**src/rtl/wb_shared_arbiter_pkg.sv**
```systemverilog
// Shared types and widths for the two-master Wishbone arbiter.
package wb_shared_arbiter_pkg;
  localparam int WB_DATA_WIDTH     = 32;
  localparam int WB_SEL_WIDTH      = 4;
  localparam int TIMEOUT_CNT_WIDTH = 16;

  typedef enum logic [1:0] {
    IDLE = 2'd0,
    REQ  = 2'd1,
    WAIT = 2'd2
  } state_e;
endpackage

```
**src/rtl/rr_pick2.sv**
```systemverilog
// Two-way round-robin picker: on contention the requester not in 'last' wins.
module rr_pick2 (
  input  logic [1:0] req,
  input  logic       last,
  output logic [1:0] gnt
);
  always_comb begin
    gnt = req;
    if (&req) gnt = last ? 2'b01 : 2'b10;
  end
endmodule

```
**src/rtl/wb_shared_arbiter.sv**
```systemverilog
// Two-master, one-slave Wishbone B4 pipelined arbiter with round-robin grant,
// one outstanding transaction and a watchdog that turns a silent slave into err.
module wb_shared_arbiter
  import wb_shared_arbiter_pkg::*;
#(
  parameter int ADDR_WIDTH = 8,
  parameter int TIMEOUT    = 255
) (
  input  logic                     clk_i,
  input  logic                     rst_i,
  input  logic                     m0_cyc_i,
  input  logic                     m0_stb_i,
  input  logic                     m0_we_i,
  input  logic [ADDR_WIDTH-1:0]    m0_adr_i,
  input  logic [WB_SEL_WIDTH-1:0]  m0_sel_i,
  input  logic [WB_DATA_WIDTH-1:0] m0_dat_i,
  output logic                     m0_ack_o,
  output logic                     m0_err_o,
  output logic                     m0_rty_o,
  output logic                     m0_stall_o,
  output logic [WB_DATA_WIDTH-1:0] m0_dat_o,
  input  logic                     m1_cyc_i,
  input  logic                     m1_stb_i,
  input  logic                     m1_we_i,
  input  logic [ADDR_WIDTH-1:0]    m1_adr_i,
  input  logic [WB_SEL_WIDTH-1:0]  m1_sel_i,
  input  logic [WB_DATA_WIDTH-1:0] m1_dat_i,
  output logic                     m1_ack_o,
  output logic                     m1_err_o,
  output logic                     m1_rty_o,
  output logic                     m1_stall_o,
  output logic [WB_DATA_WIDTH-1:0] m1_dat_o,
  output logic                     wb_cyc_o,
  output logic                     wb_stb_o,
  output logic                     wb_we_o,
  output logic [ADDR_WIDTH-1:0]    wb_adr_o,
  output logic [WB_SEL_WIDTH-1:0]  wb_sel_o,
  output logic [WB_DATA_WIDTH-1:0] wb_dat_o,
  input  logic                     wb_ack_i,
  input  logic                     wb_err_i,
  input  logic                     wb_rty_i,
  input  logic                     wb_stall_i,
  input  logic [WB_DATA_WIDTH-1:0] wb_dat_i
);
  localparam logic [1:0] S_IDLE = IDLE;
  localparam logic [1:0] S_REQ  = REQ;
  localparam logic [1:0] S_WAIT = WAIT;
  localparam logic [TIMEOUT_CNT_WIDTH-1:0] TIMEOUT_CNT = TIMEOUT_CNT_WIDTH'(TIMEOUT);

  logic [1:0]                   state;
  logic                         last_grant;
  logic                         grant;
  logic [TIMEOUT_CNT_WIDTH-1:0] cnt;

  logic [1:0] req;
  logic [1:0] gnt;
  logic [1:0] accept;
  logic       busy;
  logic       g_cyc;
  logic       resp;
  logic       timeout;

  assign req = {m1_cyc_i & m1_stb_i, m0_cyc_i & m0_stb_i};

  rr_pick2 u_pick (
    .req  (req),
    .last (last_grant),
    .gnt  (gnt)
  );

  // Accepts only happen in IDLE outside reset, so requesters see stall during reset.
  assign accept     = gnt & {2{(state == S_IDLE) && !rst_i}};
  assign m0_stall_o = req[0] & ~accept[0];
  assign m1_stall_o = req[1] & ~accept[1];

  assign busy     = (state == S_REQ) || (state == S_WAIT);
  assign wb_cyc_o = busy;
  assign wb_stb_o = (state == S_REQ);

  assign g_cyc   = grant ? m1_cyc_i : m0_cyc_i;
  assign resp    = wb_ack_i | wb_err_i | wb_rty_i;
  assign timeout = (cnt == TIMEOUT_CNT);

  always_ff @(posedge clk_i) begin
    if (rst_i) begin
      state      <= S_IDLE;
      last_grant <= 1'b1;
      grant      <= 1'b0;
      cnt        <= '0;
      wb_we_o    <= 1'b0;
      wb_adr_o   <= '0;
      wb_sel_o   <= '0;
      wb_dat_o   <= '0;
      m0_ack_o   <= 1'b0;
      m0_err_o   <= 1'b0;
      m0_rty_o   <= 1'b0;
      m0_dat_o   <= '0;
      m1_ack_o   <= 1'b0;
      m1_err_o   <= 1'b0;
      m1_rty_o   <= 1'b0;
      m1_dat_o   <= '0;
    end else begin
      m0_ack_o <= 1'b0;
      m0_err_o <= 1'b0;
      m0_rty_o <= 1'b0;
      m1_ack_o <= 1'b0;
      m1_err_o <= 1'b0;
      m1_rty_o <= 1'b0;
      case (state)
        S_IDLE: begin
          if (|accept) begin
            state      <= S_REQ;
            grant      <= accept[1];
            last_grant <= accept[1];
            cnt        <= '0;
            wb_we_o    <= accept[1] ? m1_we_i  : m0_we_i;
            wb_adr_o   <= accept[1] ? m1_adr_i : m0_adr_i;
            wb_sel_o   <= accept[1] ? m1_sel_i : m0_sel_i;
            wb_dat_o   <= accept[1] ? m1_dat_i : m0_dat_i;
          end
        end
        S_REQ, S_WAIT: begin
          cnt <= cnt + TIMEOUT_CNT_WIDTH'(1);
          // Priority: master abort, then slave response (even while stalled), then watchdog.
          if (!g_cyc) begin
            state <= S_IDLE;
          end else if (resp) begin
            state <= S_IDLE;
            if (grant) begin
              m1_ack_o <= wb_ack_i;
              m1_err_o <= wb_err_i;
              m1_rty_o <= wb_rty_i;
              m1_dat_o <= wb_dat_i;
            end else begin
              m0_ack_o <= wb_ack_i;
              m0_err_o <= wb_err_i;
              m0_rty_o <= wb_rty_i;
              m0_dat_o <= wb_dat_i;
            end
          end else if (timeout) begin
            state <= S_IDLE;
            if (grant) m1_err_o <= 1'b1;
            else       m0_err_o <= 1'b1;
          end else if ((state == S_REQ) && !wb_stall_i) begin
            state <= S_WAIT;
          end
        end
        default: state <= S_IDLE;
      endcase
    end
  end
endmodule

```
**config.mk**
```make
export PLATFORM = sky130hd
export DESIGN_NAME = wb_shared_arbiter
export DESIGN_NICKNAME = d
export VERILOG_FILES = /design/src/rtl/wb_shared_arbiter_pkg.sv /design/src/rtl/rr_pick2.sv /design/src/rtl/wb_shared_arbiter.sv
export SDC_FILE = /design/constraint.sdc
export NUM_CORES = 1
export LEC_CHECK = 0
export CORE_UTILIZATION = 25
export CTS_BUF_LIST = sky130_fd_sc_hd__clkbuf_8
export CTS_CLUSTER_SIZE = 12
export DETAILED_ROUTE_END_ITERATION = 12
export GPL_TIMING_DRIVEN = 0
export PLACE_DENSITY_LB_ADDON = 0.12
export SLEW_MARGIN = 20
export SYNTH_ARGS = -nofsm -noshare
export SYNTH_HDL_FRONTEND = slang
export SYNTH_SLANG_ARGS = --single-unit
```
**constraint.sdc**
```tcl
create_clock -name clk_i -period 1.9 [get_ports clk_i]
set_clock_uncertainty 0.1 [all_clocks]
set_input_delay 0.38 -clock clk_i [delete_from_list [all_inputs] [get_ports clk_i]]
set_output_delay 0.38 -clock clk_i [all_outputs]
set_load 0.05 [all_outputs]
```
==> out/summary.txt <==
Reg2Reg Setup Slack = -0.17 ns
Share of cells above drive strength 1 = 0.1447
Post-Syn Area = 5578 um2
RSZ-0062 raised after global routing = yes
Share of the synthesized area in the top cell type = 0.4845
Worst relative slew slack = 0.5891
Switching share of power = 0.3051
Final Hold Fails = 0
Clk sinks = 135
Arr. time, crit path = 1.69 ns
Clock power share = 0.371
Cell Pwr Density = 822.6 nW/um2
Max FO, Critical Path = 3
DP Wirelength = 13,790 um
Final worst path period share = 1.144
Fmax = 460.0 MHz
Area growth syn-to-layout = 63.19%
Post-synth top area cell = dfxtp_1
Status = finished, violations left
Routed wire length = 18,350 um
Skew-Pair Late Insertion Delay = 0.44 ns
Total core area = 21,820 um2
Final core occ = 0.4171
Worst R2R End = wb_dat_o[10]$_SDFFE_PP0P_
Top cells by count, synth = nand2_1, dfxtp_1, a21oi_1
Yosys reg bits = 135
Post-DRT Antenna Nets = 0
Sequential share of the synthesized area = 0.4845
Post-Synthesis Cells = 642
DP Area = 8456 um2
Setup violations, final = 34
Vias in the first global route = 5,225
Post-CTS Hold Fix Bufs = 0
Routed wire length per instance = 15.04 um
Fin. max-slew vios = 0
Longest Clk Path Bufs = 2
DIE HEIGHT = 151.4 um
Psw = 0.002284 W
Top cells by area, synth = dfxtp_1, nand2_1, mux2i_1
Prevailing post-synth register cell = dfxtp_1
CP endpoint kind = primary output
Initial DRC Count = 130
Area of the die = 22,910 um2
H-tree depth = 4
Initial Util = 0.2556
Final Critical Period = 2.174 ns
Total gr overflow = 0
Post-synth EDFFs = 0
Number of port buffers = 250
Tot GR Track Use = 0.1612
CTS clk-pin slew, worst paths = 0.08 ns
Avg Vias per Cell = 4.480
Critical path data required time = 1.42 ns
# diodes = 0
Design Area, Final = 9102 um2
Antenna violations before repair = 0
CTS tree = done
Actual slew at the worst max-slew pin = 0.6163 ns
Detailed-route via count = 5,466
Leak = 3.637 nW
Clock buffer count from CTS = 17
Fraction of registers with async set/reset = 0
Clock root buffer = clkbuf_8
Row count = 54
MaxCap Viol Count = 0
Hold Path Depth = 2
Pre-CTS WS = -1.343 ns
Most common cell in the netlist = nand2_1
Placed insts = 1,172
Worst Setup SP = state[0]$_SDFFE_PP0P_
Reg2Reg Depth = 9
Fill count = 2,276
VDD IR max = 0.3966 mV
Synth Area per Inst = 8.688 um2
DRC = 0
Yosys cell types = 51
Sequential share of power = 0.405
Setup CP Type = flop to primary output
Global-route wire length before repair = 28,330 um
Fin nets = 1,064
Final Wtd Congestion = 0.7794
Combinational Power Share = 0.224
Synth warnings = 0
Hold WS = 0.3531 ns
Critical Path End = m1_stall_o
Die X-Extent = 151.4 um
Ports = 251
Post-Layout Cell Count = 1,220
Hold Path Class = flop to flop
Worst reg2reg path startpoint = state[0]$_SDFFE_PP0P_
Post-route setup slack = -0.2739 ns
Pre-antenna DRT Iters = 4
Failing checks = negative setup slack
Power Internal = 0.005203 W
CP Launch Type = flop
Synthesized netlist net count = 779
Largest net degree at the start of global routing = 17
==> area by class of cell <==
| class | count | area, um2 | area share |
|---|---|---|---|
| well taps | 280 | 350.3 | 0.03849 |
| flip-flops and latches | 135 | 2711 | 0.2979 |
| clock inverters | 15 | 225.2 | 0.02474 |
| multi-input cells | 460 | 2795 | 0.3071 |
| plain buffers | 42 | 274.0 | 0.03010 |
| repair buffers | 268 | 2501 | 0.2748 |
| clock buffers | 17 | 234.0 | 0.02570 |
| inverters | 3 | 11.26 | 0.001237 |
==> critical path: stages, from the launching register on <==
cell and delay [ns]:
dfxtp_2 0.33, inv_2 0.07, ha_4 0.15, nand2b_4 0.06
a311oi_2 0.20, buf_4 0.17, buf_12 0.10, nor2_4 0.03
buf_8 0.14
==> worst min-delay path by stage <==
stage | slack (ns) | start | to
2_1_floorplan | 0.36 | cnt[1]$_SDFFE_PP0P_ | cnt[1]$_SDFFE_PP0P_
3_3_place_gp | 0.34 | m0_dat_o[7]$_SDFFE_PP0P_ | m0_dat_o[7]$_SDFFE_PP0P_
3_5_place_dp | 0.35 | m0_dat_o[21]$_SDFFE_PP0P_ | m0_dat_o[21]$_SDFFE_PP0P_
4_1_cts | 0.35 | m0_dat_o[21]$_SDFFE_PP0P_ | m0_dat_o[21]$_SDFFE_PP0P_
5_1_grt | 0.38 | m1_dat_o[18]$_SDFFE_PP0P_ | m1_dat_o[18]$_SDFFE_PP0P_
6_report | 0.35 | m0_dat_o[0]$_SDFFE_PP0P_ | m0_dat_o[0]$_SDFFE_PP0P_
==> layer usage <==
metal | wire length (um) | vias up | global-route usage
met5 | 0 | - | 0
met4 | 142 | 0 | 0.03800
met3 | 1991 | 7 | 0.07681
met2 | 8044 | 219 | 0.2484
met1 | 8175 | 2446 | 0.2012
li1 | - | 2794 | -
==> stage by stage <==
stage	total power (W)	setup TNS (ns)
6_report	0.007488	-3.482
5_1_grt	0.007855	-8.710
4_1_cts	0.007561	-4.854
3_5_place_dp	0.004782	-86.46
3_3_place_gp	0.004787	-88.29
2_1_floorplan	0.004053	0
==> sequential cells by signal, indices dropped and copies added (netlist names) <==
name	cells
m1_err_o	1
wb_adr_o	8
wb_dat_o	32
last_grant	1
m1_ack_o	1
m0_rty_o	1
m0_err_o	1
m0_ack_o	1
state	2
m1_rty_o	1
wb_sel_o	4
cnt	16
wb_we_o	1
grant	1
m0_dat_o	32
m1_dat_o	32
==> what timing repair did <==
action                                  4_1_cts  5_1_grt
endpoints found under the setup margin      234      131
resized for setup                           188       40
pin swaps                                     4        4
setup buffers                                12        6
==> power by group through the flow <==
stage / Clock, W / Combinational [W] / Sequential [W]
2_1_floorplan: 0 / 0.000522 / 0.00353
3_3_place_gp: 0 / 0.00169 / 0.00310
3_5_place_dp: 0 / 0.00168 / 0.00310
4_1_cts: 0.00287 / 0.00166 / 0.00303
5_1_grt: 0.00299 / 0.00181 / 0.00305
6_report: 0.00278 / 0.00168 / 0.00303
==> cell families after synthesis <==
family	synth area share
mux	0.08457
flops	0.4845
compound gates	0.1640
simple gates	0.2028
buf+inv	0.04509
fa+ha+maj	0.01122
xor+xnor	0.007852
==> layout by cell type, fill, tap and decap left out, types with 4 or more instances in the layout <==
cell type	count
mux2i_2	6
dlygate4sd2_1	110
clkdlybuf4s15_1	7
bufinv_16	5
nand2_1	138
nand3_1	10
o21ai_0	8
buf_2	6
buf_8	4
a211oi_2	6
clkbuf_8	17
clkbuf_1	13
clkdlybuf4s50_1	127
nor2_1	57
clkbuf_2	11
nor3_1	4
or3_1	6
nand4_1	4
a211oi_1	39
nor2b_1	4
buf_4	22
buf_6	5
dfxtp_2	7
a21oi_1	74
dfxtp_1	128
mux2i_1	38
Note: power is estimated with default switching activity, not from simulation.
